### config.mk
export PLATFORM = sky130hd
export DESIGN_NAME = router_fsm_ctrl
export DESIGN_NICKNAME = d
export VERILOG_FILES = /design/src/rtl/router_fsm_ctrl.sv
export SDC_FILE = /design/constraint.sdc
export NUM_CORES = 1
export LEC_CHECK = 0
export ABC_AREA = 1
export BUFFER_PORTS_ARGS = -buffer_cell sky130_fd_sc_hd__buf_2
export CAP_MARGIN = 0
export CORE_AREA = 2 2 39 41
export CTS_CLUSTER_SIZE = 40
export DETAILED_ROUTE_END_ITERATION = 12
export DIE_AREA = 0 0 41 43
export PLACE_DENSITY = 0.67
export SYNTH_ARGS = -nofsm -noshare
export SYNTH_HDL_FRONTEND = slang
export SYNTH_SLANG_ARGS = --single-unit
### constraint.sdc
create_clock -name clk -period 1 [get_ports clk]
set_input_delay 0 -clock clk [delete_from_list [all_inputs] [get_ports clk]]
set_output_delay 0 -clock clk [all_outputs]
set_load 0.03 [all_outputs]
### src/rtl/router_fsm_ctrl.sv
// router_fsm_ctrl: packet-sequencing controller for the 1x3 router input path.
// It steps each packet through header decode, first-byte load, payload load,
// the FIFO-full stall/replay and the parity check. Every output is decoded from
// the registered state, so no input reaches an output combinationally.
module router_fsm_ctrl (
  input  logic       clk,
  input  logic       reset,
  input  logic       pkt_valid,
  input  logic [1:0] data_in,
  input  logic       fifo_full,
  input  logic       fifo_empty_0,
  input  logic       fifo_empty_1,
  input  logic       fifo_empty_2,
  input  logic       soft_reset_0,
  input  logic       soft_reset_1,
  input  logic       soft_reset_2,
  input  logic       parity_done,
  input  logic       low_pkt_valid,
  output logic       detect_add,
  output logic       lfd_state,
  output logic       ld_state,
  output logic       laf_state,
  output logic       full_state,
  output logic       write_enb_reg,
  output logic       rst_int_reg,
  output logic       busy
);

  typedef enum logic [2:0] {
    DECODE_ADDRESS     = 3'd0,
    LOAD_FIRST_DATA    = 3'd1,
    LOAD_DATA          = 3'd2,
    FIFO_FULL_STATE    = 3'd3,
    LOAD_AFTER_FULL    = 3'd4,
    LOAD_PARITY        = 3'd5,
    CHECK_PARITY_ERROR = 3'd6,
    WAIT_TILL_EMPTY    = 3'd7
  } state_t;

  state_t     state_q, state_d;
  logic [1:0] addr_lat_q, addr_lat_d;

  // Per-port status gathered into vectors. Index 3 is padded with 0 so that a
  // 2-bit address can index them directly; address 3 is never routed.
  logic [3:0] fifo_empty_vec;
  logic [3:0] soft_reset_vec;
  logic       hdr_ok;

  assign fifo_empty_vec = {1'b0, fifo_empty_2, fifo_empty_1, fifo_empty_0};
  assign soft_reset_vec = {1'b0, soft_reset_2, soft_reset_1, soft_reset_0};
  assign hdr_ok         = pkt_valid && (data_in != 2'b11);

  // State and latched destination address; active-low synchronous reset.
  always_ff @(posedge clk) begin
    if (!reset) begin
      state_q    <= DECODE_ADDRESS;
      addr_lat_q <= 2'd0;
    end else begin
      state_q    <= state_d;
      addr_lat_q <= addr_lat_d;
    end
  end

  // Next-state logic: soft reset of the addressed FIFO overrides every normal
  // transition, except in DECODE_ADDRESS where no packet is in flight yet.
  always_comb begin
    state_d    = state_q;
    addr_lat_d = addr_lat_q;
    unique case (state_q)
      DECODE_ADDRESS: begin
        if (hdr_ok) begin
          addr_lat_d = data_in;
          if (fifo_empty_vec[data_in]) state_d = LOAD_FIRST_DATA;
          else                         state_d = WAIT_TILL_EMPTY;
        end
      end
      LOAD_FIRST_DATA: state_d = LOAD_DATA;
      LOAD_DATA: begin
        // A full FIFO takes precedence over the end of the packet so the
        // last payload byte is never dropped.
        if (fifo_full)       state_d = FIFO_FULL_STATE;
        else if (!pkt_valid) state_d = LOAD_PARITY;
      end
      FIFO_FULL_STATE: begin
        if (!fifo_full) state_d = LOAD_AFTER_FULL;
      end
      LOAD_AFTER_FULL: begin
        if (parity_done)        state_d = DECODE_ADDRESS;
        else if (low_pkt_valid) state_d = LOAD_PARITY;
        else                    state_d = LOAD_DATA;
      end
      LOAD_PARITY: state_d = CHECK_PARITY_ERROR;
      CHECK_PARITY_ERROR: begin
        if (fifo_full) state_d = FIFO_FULL_STATE;
        else           state_d = DECODE_ADDRESS;
      end
      WAIT_TILL_EMPTY: begin
        if (fifo_empty_vec[addr_lat_q]) state_d = LOAD_FIRST_DATA;
      end
      default: state_d = DECODE_ADDRESS;
    endcase

    if ((state_q != DECODE_ADDRESS) && soft_reset_vec[addr_lat_q]) begin
      state_d = DECODE_ADDRESS;
    end
  end

  // Moore output decode from the registered state only.
  always_comb begin
    detect_add    = (state_q == DECODE_ADDRESS);
    lfd_state     = (state_q == LOAD_FIRST_DATA);
    ld_state      = (state_q == LOAD_DATA);
    laf_state     = (state_q == LOAD_AFTER_FULL);
    full_state    = (state_q == FIFO_FULL_STATE);
    rst_int_reg   = (state_q == CHECK_PARITY_ERROR);
    write_enb_reg = (state_q == LOAD_FIRST_DATA) || (state_q == LOAD_DATA) ||
                    (state_q == LOAD_AFTER_FULL) || (state_q == LOAD_PARITY);
    busy          = !((state_q == DECODE_ADDRESS) || (state_q == LOAD_DATA));
  end

endmodule
==> summary.md, run 1 <==
| Metric | Value |
|---|---|
| Syn nets | 102 |
| Site Rows | 14 |
| Reg-to-reg endpoint | addr_lat_q[0] |
| Fraction of layout cells with a size suffix above 1 | 51.18% |
| Max Slew Vio Count | 0 |
| CP required | 1000 ps |
| RSZ-0062 raised after global routing | yes |
| Global-route wire length before repair | 2007 µm |
| XOR/XNOR Fraction of Synth Area | 0% |
| Ratio of final minimum period to clock period | 117.2% |
| Buf/Inv on CP | 3 |
| Wirelength, routed | 1285 µm |
| Gpl congestion | 0.8708 |
| H-tree depth | 1 |
| Distinct cells, synth | 19 |
| R2r worst-path depth | 5 |
| Final nets | 142 |
| Commonest non-fill, non-tap cell in the layout | nor2_1 |
| Tot Pwr | 2824 µW |
| Starting Density | 34.99% |
| Drt first pass iters | 4 |
| Register bit total from synthesis | 5 |
| Avg Cell Area, Syn | 5.502 µm² |
| Compound-cell area share of the yosys netlist | 12.92% |
| Top-level I/O count | 22 |
| Antenna diode count | 0 |
| CP max-delay cell | dfxtp_4 |
| WL per Instance | 8.986 µm |
| Largest net degree at the start of global routing | 9 |
| Initial antenna violation count | 0 |
| Multiplexer area fraction after synthesis | 0% |
| Area of the multi-input gates | 375.4 µm² |
| Leak pwr | 0.0004628 µW |
| Register area | 113.9 µm² |
| Root Buffer | clkbuf_4 |
| Clk slew on worst S/H paths | 40 ps |
| Setup violators final | 12 |
| Syn Std Cell Area | 484.2 µm² |
| Num CTS Buffers | 3 |
| Post-Syn Instances | 88 |
| Final WS setup | -171.6 ps |
| Input/output buffers | 21 |
| Worst skew pair latency | 230 ps |
| Crit end category | output port |
| Status | finished, violations left |
| Largest family of logic cells by synthesized area | simple AND/OR/NAND/NOR gates |
| CTS sink count | 5 |
| Fmax | 853.6 MHz |
| Setup CP Type | register to output port |
| Hold Path Depth | 3 |
| Clock Tree Buf Depth | 2 |
| Worst Path Max Fanout | 5 |
| Pwr Density | 3276 nW/µm² |
| Violated checks | negative setup slack |
| Arrival time worst endpoint | 1170 ps |
| Die X | 41 µm |
| Die ar. | 1763 µm² |
| Via density | 4.615 |
| Vias in the first global route | 554 |
| Pre-CTS setup slack | -167.2 ps |
| CP startpoint | state_q[1] |
| Simple-Gate Fraction of Synth Area | 54.26% |
| Hold slack | 28.32 ps |
| Delay-heaviest family, CP | buffers and inverters |
| Die H | 43 µm |
| Syn. warnings | 0 |
| DRT antenna net count | 0 |
| Crit path cell chain | buf_6 -> nand3_4 -> buf_4 -> nand3_4 -> buf_6 |
| Layout area overhead | 78.04% |
| Layout Utilization | 62.30% |
| Synth Area in Adders | 0% |
| HP Start | reset |
| Worst setup SP type | register |
| Post-synthesis sequential area ratio | 20.67% |
| FF-to-FF setup slack | -130 ps |
| Hpwl dp | 1014 µm |
| Iteration-0 DRC Markers | 7 |
| Gr ovfl total | 0 |
| Fin crit period | 1172 ps |
| Worst hold-check path type | input pin to register |
| Setup bufs post-CTS | 0 |
| Most frequent cells in the layout | nor2_1 (16), nand2_1 (14), buf_2 (14) |
| Hold Vio Cnt, Final | 0 |
| Slew HR | 82.80% |
| Vias | 660 |
| Skew final | 1.204 ps |
| Core area | 1384 µm² |
| Crit Reg-Reg Startpoint | state_q[0] |
| Max Cap Violations | 0 |
| Worst Hold End | addr_lat_q[0] |
| CTS tree | built |
| Tot GR Track Use | 16.08% |
| Slew @ Worst Pin | 256.3 ps |
| Residual DRC count | 0 |
| Crit path largest cell delay | 370 ps |
| Layout fillers | 135 |
| Worst VDD drop | 1.166 mV |
metrics by stage:
step                      TNS (ps)  instances  area [µm²]
after floorplan             -410.1         88       508.0
after global placement      -580.8        139       738.2
after detailed placement    -647.3        139       738.2
after CTS                    -1431        143       839.6
after global routing         -2309        143       862.1
final                        -1432        143       862.1
cells in the mapped netlist, drive strengths merged:
library cell | n | area [µm²]
nor3 | 2 | 10.01
nor2 | 21 | 86.33
dfxtp | 5 | 100.1
a21oi | 3 | 15.01
nand2 | 20 | 80.07
o21ai | 8 | 40.04
a21boi | 1 | 7.510
nand4 | 1 | 6.260
or2 | 2 | 12.52
inv | 15 | 58.81
nand3 | 10 | 67.57
how the worst max path moves through the flow:
| stage | endpoint | slack [ps] | depth (start not counted) |
|---|---|---|---|
| floorplan | addr_lat_q[1] | -130 | 5 |
| global placement | addr_lat_q[1] | -130 | 5 |
| detailed placement | addr_lat_q[1] | -170 | 5 |
| CTS | laf_state | -150 | 6 |
| global route | laf_state | -230 | 6 |
| finish | write_enb_reg | -170 | 5 |
per-layer routing:
metal | global-route usage (%) | part of all wire (%) | routed length (µm) | vias up
li1 | - | - | - | 358
met1 | 18.06 | 40 | 514 | 276
met2 | 28.75 | 54 | 699 | 26
met3 | 3.141 | 5.5 | 71 | 0
met4 | 4.000 | 0 | 0 | 0
met5 | 0 | 0 | 0 | -
logic make-up (layout without fill, tap and decap cells):
| kind of cell | count (synthesis) | count (layout) |
|---|---|---|
| simple gates | 56 | 56 |
| flops | 5 | 5 |
| compound gates | 12 | 12 |
| buf+inv | 15 | 54 |
state kept, by name (all words and copies together) (netlist names):
| signal | count |
|---|---|
| state_q | 3 |
| addr_lat_q | 2 |
layout make-up:
type / instances / area share, %
multi-input combinational: 68 / 43.54
timing repair buffer: 35 / 30.77
sequential: 5 / 13.21
inverter: 15 / 7.112
clock buffer: 4 / 3.048
tap: 16 / 2.322
worst reg2reg max path, cell delays in order, from the launching register on:
cell and delay (ps):
dfxtp_4 360, nor2_4 120, nand2_2 90, or2_4 270
o21ai_1 120, a21oi_1 50
repair_timing:
item / CTS / global route
hold buffers: 0 / 0
pin swaps: 3 / 5
gates resized for setup: 26 / 9
endpoints found under the setup margin: 12 / 12
report_power, final:
group,total (µW),switching [µW],leakage [µW],internal (µW)
clock,224,73.8,0.0000150,150
sequential,423,111,0.0000440,313
combinational,2180,1180,0.000404,1000
total,2820,1360,0.000463,1460
(Power assumes the default switching activity.)
==> inputs of run 2 (changes only) <==
SKIP_CTS_REPAIR_TIMING = 1   (was default)
TNS_END_PERCENT = 50   (was default)
==> run 2 against run 1 <==
Against the previous run:
- the flow still finishes with violations (negative setup slack)
- hold slack worse by 12 ps
- via count up 2.3%
- total power rose by 0.89%
- critical path depth is 1 lower
- critical path type unchanged
- largest power group unchanged
==> summary.md, run 2 (synthesis results as in run 1) <==
| Metric | Value |
|---|---|
| Pwr Density | 3319 nW/µm² (+1.3%) |
| Most frequent cells in the layout | nand2_1 (16), nor2_1 (15), buf_4 (15) |
| Core area | 1384 µm² (unchanged) |
| Worst setup SP type | register |
| Crit path largest cell delay | 380 ps (about the same) |
| Vias in the first global route | 537 (-3.1%) |
| Register with the most flip-flops | state_q |
| Max Cap Violations | 0 (unchanged) |
| Antenna diode count | 0 (unchanged) |
| Root Buffer | clkbuf_4 |
| Site Rows | 14 (unchanged) |
| Fraction of layout cells with a size suffix above 1 | 49.61% (-1.6 points) |
| Setup violators final | 13 (+1) |
| Placed insts | 138 (-0.72%) |
| CP required | 1000 ps (about the same) |
| HP Start | reset |
| Num CTS Buffers | 3 (unchanged) |
| Worst hold-check path type | input pin to register |
| Delay-heaviest family, CP | flip-flops |
| Die ar. | 1763 µm² (unchanged) |
| Tot Pwr | 2849 µW (+0.89%) |
| Commonest non-fill, non-tap cell in the layout | nand2_1 |
| Input/output buffers | 21 (unchanged) |
| Final std cells w/o fill | 143 (unchanged) |
| Area of the multi-input gates | 370.4 µm² (-1.3%) |
| Slew @ Worst Pin | 266.4 ps (+10.10 ps) |
| CTS sink count | 5 (unchanged) |
| CP max-delay cell | dfxtp_4 |
| Leak pwr | 0.0004647 µW (+0.40%) |
| Residual DRC count | 0 (unchanged) |
| Setup TNS | -1888 ps (-455.2 ps) |
| Slew HR | 82.12% (-0.68 points) |
| Gr ovfl total | 0 (unchanged) |
| Worst Path Max Fanout | 5 (unchanged) |
| Via density | 4.720 (+2.3%) |
| Ratio of final minimum period to clock period | 121.9% (+4.7 points) |
| Iteration-0 DRC Markers | 13 (+6) |
| Layout fillers | 139 (+3.0%) |
| Fin crit period | 1219 ps (+47.25 ps) |
| Hold Vio Cnt, Final | 0 (unchanged) |
| Die X | 41 µm (unchanged) |
| Fin area | 858.3 µm² (-0.44%) |
| Buf/Inv on CP | 2 (-1) |
| Placed cell area | 743.2 µm² (+0.68%) |
| Layout area overhead | 77.26% |
| Biggest regs | state_q x3, addr_lat_q x2 |
| Wirelength, routed | 1478 µm (+15%) |
| Max reg flops | 3 (unchanged) |
| WL per Instance | 10.34 µm (+15%) |
| Crit Reg-Reg Startpoint | state_q[0] |
| Pre-CTS setup slack | -194.2 ps (-26.99 ps) |
| Largest net degree at the start of global routing | 7 (-2) |
| Starting Density | 34.99% (unchanged) |
| Clk slew on worst S/H paths | 50 ps (about the same) |
| CTS tree | built |
| Top-level I/O count | 22 (unchanged) |
| Tot GR Track Use | 17.27% (+1.2 points) |
| RSZ-0062 raised after global routing | yes |
| Max Slew Vio Count | 0 (unchanged) |
| Skew final | 8.524 ps (+7.320 ps) |
| Hpwl dp | 1110 µm (+9.5%) |
| H-tree depth | 1 (unchanged) |
| Fmax | 820.5 MHz (-3.9%) |
| Crit-path most repeated cell | buf_4 |
| Global-route wire length before repair | 2021 µm (+0.70%) |
| Setup CP Type | register to output port |
| Final WS setup | -218.8 ps (-47.25 ps) |
| Crit end category | output port |
| Final nets | 142 (unchanged) |
| Vias | 675 (+2.3%) |
| Die H | 43 µm (unchanged) |
| Crit path cell chain | nand2_1 -> buf_4 -> nor2_2 -> buf_4 |
| Worst VDD drop | 1.557 mV (+34%) |
| Status | finished, violations left |
| Gpl congestion | 0.8428 (-3.2%) |
| Clock Tree Buf Depth | 2 (unchanged) |
| Arrival time worst endpoint | 1220 ps (+50 ps) |
| DRT antenna net count | 0 (unchanged) |
| Worst skew pair latency | 260 ps (+30 ps) |
| Initial antenna violation count | 0 (unchanged) |
| Drt first pass iters | 4 (unchanged) |
| Violated checks | negative setup slack |
| Register area | 112.6 µm² (-1.1%) |
| CP startpoint | state_q[0] |
-- run 2: cell count changes in the layout (fill, tap and decap cells not counted), moves of 2 or more --
cell and delta:
nand2_2 -2, o21ai_1 -2, buf_4 +4, o21ai_0 +2, buf_6 -4, nand2_1 +2
-- run 2: where the power goes --
part           internal, µW  switching, µW  leakage [µW]
clock                   152            106     0.0000150
combinational           993           1170      0.000406
sequential              310            117     0.0000436
-- run 2: worst paths after layout --
path,to,slack [ps],depth (start not counted)
worst min-delay path,addr_lat_q[0],20,3
worst max-delay path,full_state,-220,4
worst max register to register,state_q[2],-160,9
worst min register to register,addr_lat_q[0],570,2
-- run 2: layout make-up --
type,instances,share of cell area [%]
Tap cell,16,2.332
Clock buffer,4,3.061
Multi-Input combinational cell,68,43.15
Sequential cell,5,13.12
Timing Repair Buffer,35,30.90
Inverter,15,7.434
-- run 2: worst reg2reg max path, cell delays in order (launching register included) --
cell     delay [ps]
dfxtp_4         380
nand2_1         140
nor2_1          130
nand2_1          60
inv_1            50
nand2_1          50
nand3_2         110
nand2_1          60
nand2_1          50
nor2_1           40
-- run 2: metal layers --
| metal | up-vias | global-route usage [%] | wire (µm) | part of all wire (%) |
|---|---|---|---|---|
| met1 | 294 | 18.33 | 534 | 36 |
| met2 | 24 | 28.44 | 863 | 58 |
| met5 | - | 0 | 0 | 0 |
| met3 | 2 | 1.571 | 59 | 4.0 |
| met4 | 0 | 14.00 | 21 | 1.4 |
| li1 | 355 | - | - | - |
-- run 2: metrics by stage --
step           hold WS [ps]  util (%)
2_1_floorplan         138.4         -
6_report              16.58     62.03
3_5_place_dp          282.3     53.71
3_3_place_gp          262.5     53.71
5_1_grt               26.95     62.03
4_1_cts               14.87     55.61
